### src/rtl/vec_result_drain_if.sv
// Byte stream carrying drained output-vector elements toward the host side.
// The drain drives data/valid/last; the consumer drives ready.
interface vec_result_drain_if #(
  parameter int ElemWidth = 8
);
  logic [ElemWidth-1:0] m_data_out;
  logic                 m_valid_out;
  logic                 m_ready_in;
  logic                 m_last_out;

  modport master (
    output m_data_out,
    output m_valid_out,
    output m_last_out,
    input  m_ready_in
  );

  modport slave (
    input  m_data_out,
    input  m_valid_out,
    input  m_last_out,
    output m_ready_in
  );
endinterface

### src/rtl/vec_result_drain.sv
// Drains the last-layer output VecFIFO one element per request into a credit-managed
// elastic buffer feeding a valid/ready stream. Optional macro DRAIN_HEADER_EN prepends a count header.
module vec_result_drain #(
  parameter int VecElements = 8,
  parameter int ElemWidth   = 8,
  parameter int BufDepth    = 4
) (
  input  logic                 clk_in,
  input  logic                 rst_in,
  input  logic                 vec_valid_in,
  output logic                 vec_ack_out,
  output logic                 req_chunk_out,
  input  logic [ElemWidth-1:0] in_data,
  vec_result_drain_if.master   m_if,
  output logic                 busy_out,
  output logic [15:0]          vec_count_out
);

  localparam int PtrW = $clog2(BufDepth);
  localparam int CntW = PtrW + 1;
  localparam int IssW = $clog2(VecElements + 1);
  localparam int LastIdx = VecElements - 1;

  localparam logic [CntW:0]   DEPTH_C    = BufDepth[CntW:0];
  localparam logic [IssW-1:0] VEC_C      = VecElements[IssW-1:0];
  localparam logic [IssW-1:0] LAST_IDX_C = LastIdx[IssW-1:0];

  typedef enum logic [1:0] {
    S_IDLE,
    S_FETCH,
    S_FLUSH,
    S_DONE
  } state_e;

  state_e               state_q, state_d;
  logic [IssW-1:0]      issued_q, issued_d;
  logic                 infl_q, infl_last_q;
  logic [15:0]          vec_count_q, vec_count_d;

  logic [PtrW-1:0]      wr_ptr_q, rd_ptr_q;
  logic [CntW-1:0]      count_q;
  logic [ElemWidth-1:0] mem_q [BufDepth];
  logic                 last_mem_q [BufDepth];

  logic                 push, pop, credit_ok, req_last, wr_last, buf_valid;
  logic [ElemWidth-1:0] wr_data;
  logic [CntW:0]        used;

`ifdef DRAIN_HEADER_EN
  logic hdr_pend_q, hdr_pend_d, hdr_push;
`endif

  // Credit: entries held plus the one read still in flight from the VecFIFO.
  assign used      = {1'b0, count_q} + {{CntW{1'b0}}, infl_q};
  assign credit_ok = used < DEPTH_C;
  assign req_last  = issued_q == LAST_IDX_C;
  assign buf_valid = count_q != '0;
  assign pop       = buf_valid & m_if.m_ready_in;

`ifdef DRAIN_HEADER_EN
  // The header is written in the first FETCH cycle, when no VecFIFO read can be in flight.
  assign push    = infl_q | hdr_push;
  assign wr_data = hdr_push ? ElemWidth'(vec_count_q) : in_data;
  assign wr_last = hdr_push ? 1'b0 : infl_last_q;
`else
  assign push    = infl_q;
  assign wr_data = in_data;
  assign wr_last = infl_last_q;
`endif

  // NOTE: every signal gets a default before the case so no path can infer a latch.
  always_comb begin
    state_d       = state_q;
    issued_d      = issued_q;
    req_chunk_out = 1'b0;
    vec_ack_out   = 1'b0;
`ifdef DRAIN_HEADER_EN
    hdr_pend_d    = hdr_pend_q;
    hdr_push      = 1'b0;
`endif
    unique case (state_q)
      S_IDLE: begin
        if (vec_valid_in) begin
          state_d  = S_FETCH;
          issued_d = '0;
`ifdef DRAIN_HEADER_EN
          hdr_pend_d = 1'b1;
`endif
        end
      end
      S_FETCH: begin
`ifdef DRAIN_HEADER_EN
        if (hdr_pend_q) begin
          hdr_push   = 1'b1;
          hdr_pend_d = 1'b0;
        end else
`endif
        if (issued_q < VEC_C && credit_ok) begin
          req_chunk_out = 1'b1;
          issued_d      = issued_q + 1'b1;
        end
        if (issued_q == VEC_C && !infl_q) state_d = S_FLUSH;
      end
      S_FLUSH: begin
        if (!buf_valid) state_d = S_DONE;
      end
      S_DONE: begin
        vec_ack_out = 1'b1;
        state_d     = S_IDLE;
      end
      default: state_d = S_IDLE;
    endcase
  end

  assign vec_count_d = vec_count_q + {15'd0, vec_ack_out};

  // NOTE: sequential state uses non-blocking assignments so every flop samples pre-edge values.
  always_ff @(posedge clk_in or negedge rst_in) begin
    if (!rst_in) begin
      state_q     <= S_IDLE;
      issued_q    <= '0;
      infl_q      <= 1'b0;
      infl_last_q <= 1'b0;
      vec_count_q <= '0;
      wr_ptr_q    <= '0;
      rd_ptr_q    <= '0;
      count_q     <= '0;
`ifdef DRAIN_HEADER_EN
      hdr_pend_q  <= 1'b0;
`endif
    end else begin
      state_q     <= state_d;
      issued_q    <= issued_d;
      infl_q      <= req_chunk_out;
      infl_last_q <= req_chunk_out & req_last;
      vec_count_q <= vec_count_d;
`ifdef DRAIN_HEADER_EN
      hdr_pend_q  <= hdr_pend_d;
`endif
      if (push) wr_ptr_q <= wr_ptr_q + 1'b1;
      if (pop)  rd_ptr_q <= rd_ptr_q + 1'b1;
      unique case ({push, pop})
        2'b10:   count_q <= count_q + 1'b1;
        2'b01:   count_q <= count_q - 1'b1;
        default: count_q <= count_q;
      endcase
    end
  end

  // NOTE: the storage array is not reset; clearing the pointers and count empties the buffer,
  // and outputs are gated by valid so stale contents are never visible.
  always_ff @(posedge clk_in) begin
    if (push) begin
      mem_q[wr_ptr_q]      <= wr_data;
      last_mem_q[wr_ptr_q] <= wr_last;
    end
  end

  assign m_if.m_valid_out = buf_valid;
  assign m_if.m_data_out  = buf_valid ? mem_q[rd_ptr_q] : '0;
  assign m_if.m_last_out  = buf_valid & last_mem_q[rd_ptr_q];
  assign busy_out         = state_q != S_IDLE;
  assign vec_count_out    = vec_count_q;

endmodule
### src/flat_wrapper.sv
// flat-port wrapper written by rule: the top's interface ports become plain ports
module vec_result_drain_flat 
#(
  parameter int VecElements = 8,
  parameter int ElemWidth   = 8,
  parameter int BufDepth    = 4
)
  (clk_in, rst_in, vec_valid_in, vec_ack_out, req_chunk_out, in_data, busy_out, vec_count_out, m_if_m_data_out, m_if_m_valid_out, m_if_m_last_out, m_if_m_ready_in);
  vec_result_drain_if #(.ElemWidth(ElemWidth)) m_if_i ();
  input  logic clk_in;
  input  logic rst_in;
  input  logic vec_valid_in;
  output logic vec_ack_out;
  output logic req_chunk_out;
  input  logic [ElemWidth-1:0] in_data;
  output logic busy_out;
  output logic [15:0] vec_count_out;
  output wire logic [$bits(m_if_i.m_data_out)-1:0] m_if_m_data_out;
  output wire logic [$bits(m_if_i.m_valid_out)-1:0] m_if_m_valid_out;
  output wire logic [$bits(m_if_i.m_last_out)-1:0] m_if_m_last_out;
  input wire logic [$bits(m_if_i.m_ready_in)-1:0] m_if_m_ready_in;
  assign m_if_m_data_out = m_if_i.m_data_out;
  assign m_if_m_valid_out = m_if_i.m_valid_out;
  assign m_if_m_last_out = m_if_i.m_last_out;
  assign m_if_i.m_ready_in = m_if_m_ready_in;
  vec_result_drain #(.VecElements(VecElements), .ElemWidth(ElemWidth), .BufDepth(BufDepth)) u_core (.clk_in(clk_in), .rst_in(rst_in), .vec_valid_in(vec_valid_in), .vec_ack_out(vec_ack_out), .req_chunk_out(req_chunk_out), .in_data(in_data), .m_if(m_if_i), .busy_out(busy_out), .vec_count_out(vec_count_out));
endmodule
### config.mk
export PLATFORM = sky130hd
export DESIGN_NAME = vec_result_drain_flat
export DESIGN_NICKNAME = d
export VERILOG_FILES = /design/src/rtl/vec_result_drain_if.sv /design/src/rtl/vec_result_drain.sv /design/src/flat_wrapper.sv
export SDC_FILE = /design/constraint.sdc
export NUM_CORES = 1
export LEC_CHECK = 0
export ABC_AREA = 1
export BUFFER_PORTS_ARGS = -buffer_cell sky130_fd_sc_hd__buf_2
export CELL_PAD_IN_SITES_DETAIL_PLACEMENT = 1
export CELL_PAD_IN_SITES_GLOBAL_PLACEMENT = 2
export CORE_MARGIN = 2
export CORE_UTILIZATION = 40
export DETAILED_ROUTE_END_ITERATION = 10
export PLACE_DENSITY = 0.85
export SLEW_MARGIN = 40
export SYNTH_ARGS = -nofsm -noshare
export SYNTH_HDL_FRONTEND = slang
export SYNTH_SLANG_ARGS = --single-unit
export TNS_END_PERCENT = 100
### constraint.sdc
create_clock -name clk_in -period 4.5 [get_ports clk_in]
set_clock_uncertainty 0.1 [all_clocks]
set_input_delay 0.9 -clock clk_in [delete_from_list [all_inputs] [get_ports clk_in]]
set_output_delay 0.9 -clock clk_in [all_outputs]
set_load 0.02 [all_outputs]
==> results of run 1 <==
-- power groups by stage --
stage	Sequential (mW)	Clock, mW	Combinational, mW
after floorplan	0.864	0	0.622
after global placement	0.902	0	0.803
after detailed placement	0.906	0	0.824
after CTS	0.896	0.601	0.831
after global routing	0.916	0.627	0.937
final	0.893	0.591	0.817
-- placed cells by master, fill, tap and decap left out, types with 9 or more instances in the layout --
| cell type | Yosys | layout |
|---|---|---|
| nor2_1 | 49 | 49 |
| clkbuf_8 | 0 | 9 |
| o21ai_0 | 21 | 21 |
| edfxtp_1 | 36 | 36 |
| a21oi_1 | 10 | 10 |
| nand2_1 | 42 | 42 |
| nand3_1 | 11 | 11 |
| dfrtp_1 | 31 | 31 |
| xor2_1 | 11 | 11 |
| ha_1 | 14 | 14 |
| buf_2 | 3 | 40 |
| inv_1 | 30 | 30 |
-- worst max-delay path, cell delays in order, from the launching register on --
cell	delay (ns)
dfrtp_1	0.73
inv_1	0.42
o21ai_0	0.27
a21oi_1	0.12
buf_2	0.17
-- logic make-up (layout without fill, tap and decap cells) --
group	Yosys count	in the layout
buf+inv	41	90
simple gates	130	130
fa+ha+maj	15	15
flops	67	67
xor+xnor	14	14
compound gates	34	34
-- through the flow --
step | instances | util [%] | area [um2]
after global routing | 452 | 47.7 | 3660
after detailed placement | 437 | 44.7 | 3440
after CTS | 452 | 47.7 | 3660
final | 452 | 47.7 | 3660
after global placement | 437 | 44.7 | 3440
after floorplan | 301 | - | 3150
-- sequential cells by signal (all words and copies together) (netlist names) --
register and count:
u_core.rd_ptr_q 2, u_core.last_mem_q 4, u_core.count_q 3, u_core.state_q 2, u_core.issued_q 4, u_core.wr_ptr_q 2, u_core.infl_q 1, u_core.infl_last_q 1
u_core.mem_q 32, u_core.vec_count_out 16
-- cell type report --
| cell class | count | area [um2] | area share [%] |
|---|---|---|---|
| inverters | 35 | 131 | 3.58 |
| clock buffers | 9 | 124 | 3.38 |
| flip-flops and latches | 67 | 1860 | 50.7 |
| repair buffers | 40 | 200 | 5.46 |
| multi-input cells | 193 | 1120 | 30.6 |
| clock inverters | 6 | 105 | 2.87 |
| well taps | 102 | 128 | 3.48 |
-- per-layer routing --
layer	global-route usage, %	routed length [um]	vias up
met5	0	0	-
met4	8.09	170	0
met3	3.25	233	14
met2	27.7	3170	41
met1	21.2	2910	1021
li1	-	-	1062
-- how the worst max path moves through the flow --
stage | cells after the start | end
final | 4 | m_if_m_data_out[3]
after global routing | 4 | m_if_m_data_out[3]
after CTS | 4 | m_if_m_data_out[5]
after detailed placement | 4 | m_if_m_data_out[5]
after global placement | 4 | m_if_m_data_out[3]
after floorplan | 8 | u_core.count_q[2]
==> metrics.md, run 1 <==
| Metric | Value |
|---|---|
| Antenna Violating Nets Remaining | `0` |
| Crit path from | `u_core.rd_ptr_q[0]` |
| Cell area after synthesis | `0.00315 mm2` |
| Initial antenna violation count | `0` |
| Rel. slew slack | `51.2%` |
| Top cell type's share of synthesized area | `between 30 and 40%` |
| Max VDD drop | `0.258 mV` |
| Dominant cells by area after synthesis | `edfxtp_1, dfrtp_1, nor2_1, ha_1, nand2_1` |
| TritonRoute pass-1 iters | `4` |
| Minimum clock period | `slightly above 3 ns` |
| Setup slack, reg-to-reg | `between 2 and 2.5 ns` |
| Gr usage total | `between 10% and 20%` |
| HP Class | `flop to flop` |
| Post-synthesis compound-gate area fraction | `5.53%` |
| Syn Inst Count | `between 300 and 400` |
| Leading area contributor after synthesis | `edfxtp_1` |
| Critical path class | `flop to output port` |
| Residual DRC | `0` |
| Clock power frac | `between 20% and 30%` |
| Nature of the critical path endpoint | `output port` |
| Total negative slack | `0 ns` |
| Comb power frac | `between 30% and 40%` |
| Wire per inst | `roughly 14 um` |
| Setup violations, final | `0` |
| Status | `completed` |
| R2R Path End | `u_core.count_q[2]` |
| Chip height | `roughly 93 um` |
| WL final | `approximately 6500 um` |
| Layout cell share with drive strength beyond 1 | `21.4%` |
| Num CTS Buffers | `9` |
| DR vias | `around 2100` |
| Worst R2R Path Depth | `10` |
| Worst-margin pin slew | `roughly 0.73 ns` |
| Die area | `0.00859 mm2` |
| Max frequency | `~330 MHz` |
| Vias per inst | `4.73` |
| Synthesized flop and latch total | `67` |
| Post-cts resize count | `0` |
| Top Ports | `41` |
| CTS Hold Buffers Added | `0` |
| XOR/XNOR share of the synthesized area | `4.14%` |
| Worst EP required | `between 3 and 4 ns` |
| Fillers | `around 890` |
| Crit path max fanout | `20` |
| Setup Fix Bufs, Post-CTS | `0` |
| Hold Path Sink | `u_core.last_mem_q[1]` |
| 1st-iter DRT viols | `58` |
| Core area | `just under 0.008 mm2` |
| NetSw | `between 0.8 and 0.9 mW` |
| EDFF count, synth | `36` |
| Max Transition Viols Final | `0` |
| Post-DP HPWL | `~4400 um` |
| Worst Hold Depth | `0` |
| Final setup margin | `between 1 and 1.5 ns` |
| N_diodes | `0` |
| Power Dens Cells | `between 600 and 700 mW/mm2` |
| Top-count cell post-synth | `nor2_1` |
| Initial core utilization | `roughly two fifths` |
| Critical Path AT | `about 2 ns` |
| Dpl ws | `1.79 ns` |
| Clock transition at path regs | `around 0.070 ns` |
| Synth Flop Type | `edfxtp_1` |
| Final hold violation count | `0` |
| Adder-Cell Fraction of Synth Area | `between 6 and 7%` |
| Post-synth top cells | `nor2_1, nand2_1, edfxtp_1, dfrtp_1, inv_1` |
| Crit start category | `flop` |
| Yosys cell types | `35` |
| Sequential cell area fraction in the yosys report | `between 50 and 60%` |
| Post-synth ARST share | `46.3%` |
| Largest family of logic cells by synthesized area | `simple AND/OR/NAND/NOR gates` |
| Remaining Overflow, GRT | `0` |
| Max-cap violations | `0` |
| FF-to-FF Start | `u_core.count_q[1]` |
| Worst hold slack | `around 0.39 ns` |
| Synth warn | `0` |
| CTS tree | `yes` |
| Post-Synth Simple-Gate Area | `19.7%` |
| Worst-Skew Late Latency | `between 0.3 and 0.4 ns` |
| Total power | `approximately 2.3 mW` |
| H-tree depth | `3` |
| Clock root buffer | `clkbuf_8` |
| Pin count of the biggest net entering global routing | `32` |
| Vias in the first global route | `2247` |
| Clock buffer depth | `2` |
| Area Overhead vs Synth | `16.5%` |
| RSZ-0062 raised after global routing | `no` |
| Int Pwr | `around 1.4 mW` |
| Crit share post-route | `between 60 and 70%` |
| Routability cong. | `roughly 0.77` |
| Net count, final | `roughly 370` |
| Hold_sp | `u_core.infl_last_q` |
| Port bufs | `40` |
| First-pass GRT wire length | `11000 um` |
| Synth Area per Inst | `between 10 and 15 um2` |
| Row cnt | `32` |
| Switching Fraction | `about two fifths` |
| Seq pwr share | `~39%` |
| Lkg Pwr | `about 1.7 nW` |
| Net count after synthesis | `about 330` |
| Multiplexer share of the synthesized area | `0%` |
| Die span in x | `slightly above 90 um` |
| Sink Count | `between 60 and 70` |
(Power assumes the default switching activity.)
==> run 2, diff against run 1 <==
Settings changed: CORE_UTILIZATION 40 to 37, PLACE_DENSITY 0.85 to 0.8.
Clock period 4.5 ns to 3 ns, I/O delays scaled along.
==> metrics.md, run 2 (same netlist as run 1, synthesis figures left out) <==
| Metric | Value |
|---|---|
| Status | `completed` |
| Setup slack, reg-to-reg | `between 1 and 1.5 ns` |
| Largest register by flop count | `u_core.mem_q` |
| Post-route cell area | `0.00370 mm2` |
| Initial core utilization | `38.3%` |
| Layout cell share with drive strength beyond 1 | `approximately 22%` |
| Residual DRC | `0` |
| Core area | `~0.0082 mm2` |
| Max frequency | `just over 400 MHz` |
| Total power | `between 3 and 4 mW` |
| Setup violations, final | `0` |
| Row cnt | `33` |
| Max reg flops | `32` |
| Max-cap violations | `0` |
| Comb power frac | `a little under two fifths` |
| Seq pwr share | `roughly 37%` |
| H-tree depth | `3` |
| Post-DP HPWL | `around 4800 um` |
| Placed Area | `0.00345 mm2` |
| Num CTS Buffers | `9` |
| TritonRoute pass-1 iters | `4` |
| Non-filler instance count after layout | `approximately 460` |
| Worst EP required | `approximately 2.3 ns` |
| Area Overhead vs Synth | `17.5%` |
| Worst-margin pin slew | `0.504 ns` |
| Register area | `roughly 0.0019 mm2` |
| FF-to-FF Start | `u_core.count_q[0]` |
| Crit share post-route | `between 80% and 90%` |
| Vias per inst | `about 4.7` |
| Int Pwr | `between 2 and 2.5 mW` |
| Chip height | `96.2 um` |
| Multi-input gate area | `about 0.0011 mm2` |
| Crit path max fanout | `19` |
| First-pass GRT wire length | `around 11000 um` |
| Max Transition Viols Final | `0` |
| Worst-Skew Late Latency | `around 0.35 ns` |
| CTS Hold Buffers Added | `0` |
| NetSw | `1.37 mW` |
| Initial antenna violation count | `0` |
| Top Ports | `approximately 40` |
| Vias in the first global route | `between 2000 and 2500` |
| WL final | `between 6000 and 7000 um` |
| Critical path class | `flop to output port` |
| Wire per inst | `between 10 and 15 um` |
| Minimum clock period | `2.45 ns` |
| HP Class | `input port to async pin` |
| Crit start category | `flop` |
| Gr usage total | `between 10% and 20%` |
| Critical Path AT | `between 1.5 and 2 ns` |
| RSZ-0062 raised after global routing | `no` |
| Clock buffer depth | `2` |
| Routability cong. | `roughly 0.72` |
| DR vias | `about 2200` |
| CTS tree | `yes` |
| Antenna Violating Nets Remaining | `0` |
| Pin count of the biggest net entering global routing | `32` |
| Rel. slew slack | `between 60% and 70%` |
| Most frequent cells in the layout | `nor2_1, nand2_1, buf_2` |
| Nature of the critical path endpoint | `output port` |
| Worst R2R Path Depth | `10` |
| 1st-iter DRT viols | `slightly below 70` |
| R2R Path End | `u_core.count_q[2]` |
| Lkg Pwr | `approximately 1.7 nW` |
| Post-cts resize count | `0` |
| Clock root buffer | `clkbuf_8` |
| N_diodes | `0` |
| Switching Fraction | `39.0%` |
| Sink Count | `67` |
| Port bufs | `40` |
| Total negative slack | `0 ns` |
| Fillers | `roughly 950` |
| Remaining Overflow, GRT | `0` |
| Final hold violation count | `0` |
| Die span in x | `between 90 and 100 um` |
| Net count, final | `roughly 380` |
| Max VDD drop | `roughly 0.41 mV` |
| Clock power frac | `about a quarter` |
| Clock transition at path regs | `0.08 ns` |
| Power Dens Cells | `between 900 and 1000 mW/mm2` |
| Commonest non-fill, non-tap cell in the layout | `nor2_1` |
| Setup Fix Bufs, Post-CTS | `0` |
| Die area | `just over 0.009 mm2` |
| Fin util | `~45%` |
| Placed cells | `approximately 440` |
-- run 2: changes by cell type in the layout (fill, tap and decap cells not counted), sizes merged --
cell      before  now
clkinvlp       1    2
clkbuf         9   10
clkinv         4    3
buf           40   42
-- run 2: final cells by class --
class / count / area share [%]
inverters: 35 / 3.55
multi-input cells: 193 / 30.3
repair buffers: 42 / 5.89
clock buffers: 10 / 3.45
well taps: 105 / 3.55
flip-flops and latches: 67 / 50.2
clock inverters: 6 / 3.08
-- run 2: power by group through the flow --
stage | registers [mW] | clock network, mW | logic (mW)
finish | 1.29 | 0.910 | 1.31
detailed placement | 1.31 | 0 | 1.33
CTS | 1.29 | 0.934 | 1.34
global placement | 1.30 | 0 | 1.30
floorplan | 1.30 | 0 | 0.933
global route | 1.32 | 0.978 | 1.49
-- run 2: worst max-delay path, cell delays in order (launching register included) --
cell and delay (ns):
dfrtp_1 0.41, inv_1 0.39, o21ai_0 0.19, a21oi_1 0.22, buf_2 0.20
-- run 2: how the worst max path moves through the flow --
stage	from	end	cells after the start
floorplan	u_core.count_q[0]	u_core.count_q[2]	10
global placement	u_core.rd_ptr_q[0]	m_if_m_last_out	4
detailed placement	u_core.rd_ptr_q[0]	m_if_m_data_out[2]	4
CTS	u_core.rd_ptr_q[0]	m_if_m_last_out	4
global route	u_core.rd_ptr_q[0]	m_if_m_data_out[2]	4
finish	u_core.rd_ptr_q[0]	m_if_m_data_out[7]	4
-- run 2: per-layer routing --
layer / global-route usage [%] / routed length, um / up-vias
met3: 4.54 / 263 / 5
li1: - / - / 1073
met5: 0 / 0 / -
met4: 6.07 / 68 / 0
met1: 19.1 / 2930 / 1059
met2: 28.9 / 3460 / 35
-- run 2: through the flow --
stage | setup WS (ns) | hold WS [ns]
after detailed placement | 0.913 | 0.378
after CTS | 0.514 | 0.236
after global placement | 0.967 | 0.369
after floorplan | 1.11 | 0.204
after global routing | 0.381 | 0.103
final | 0.549 | 0.0841
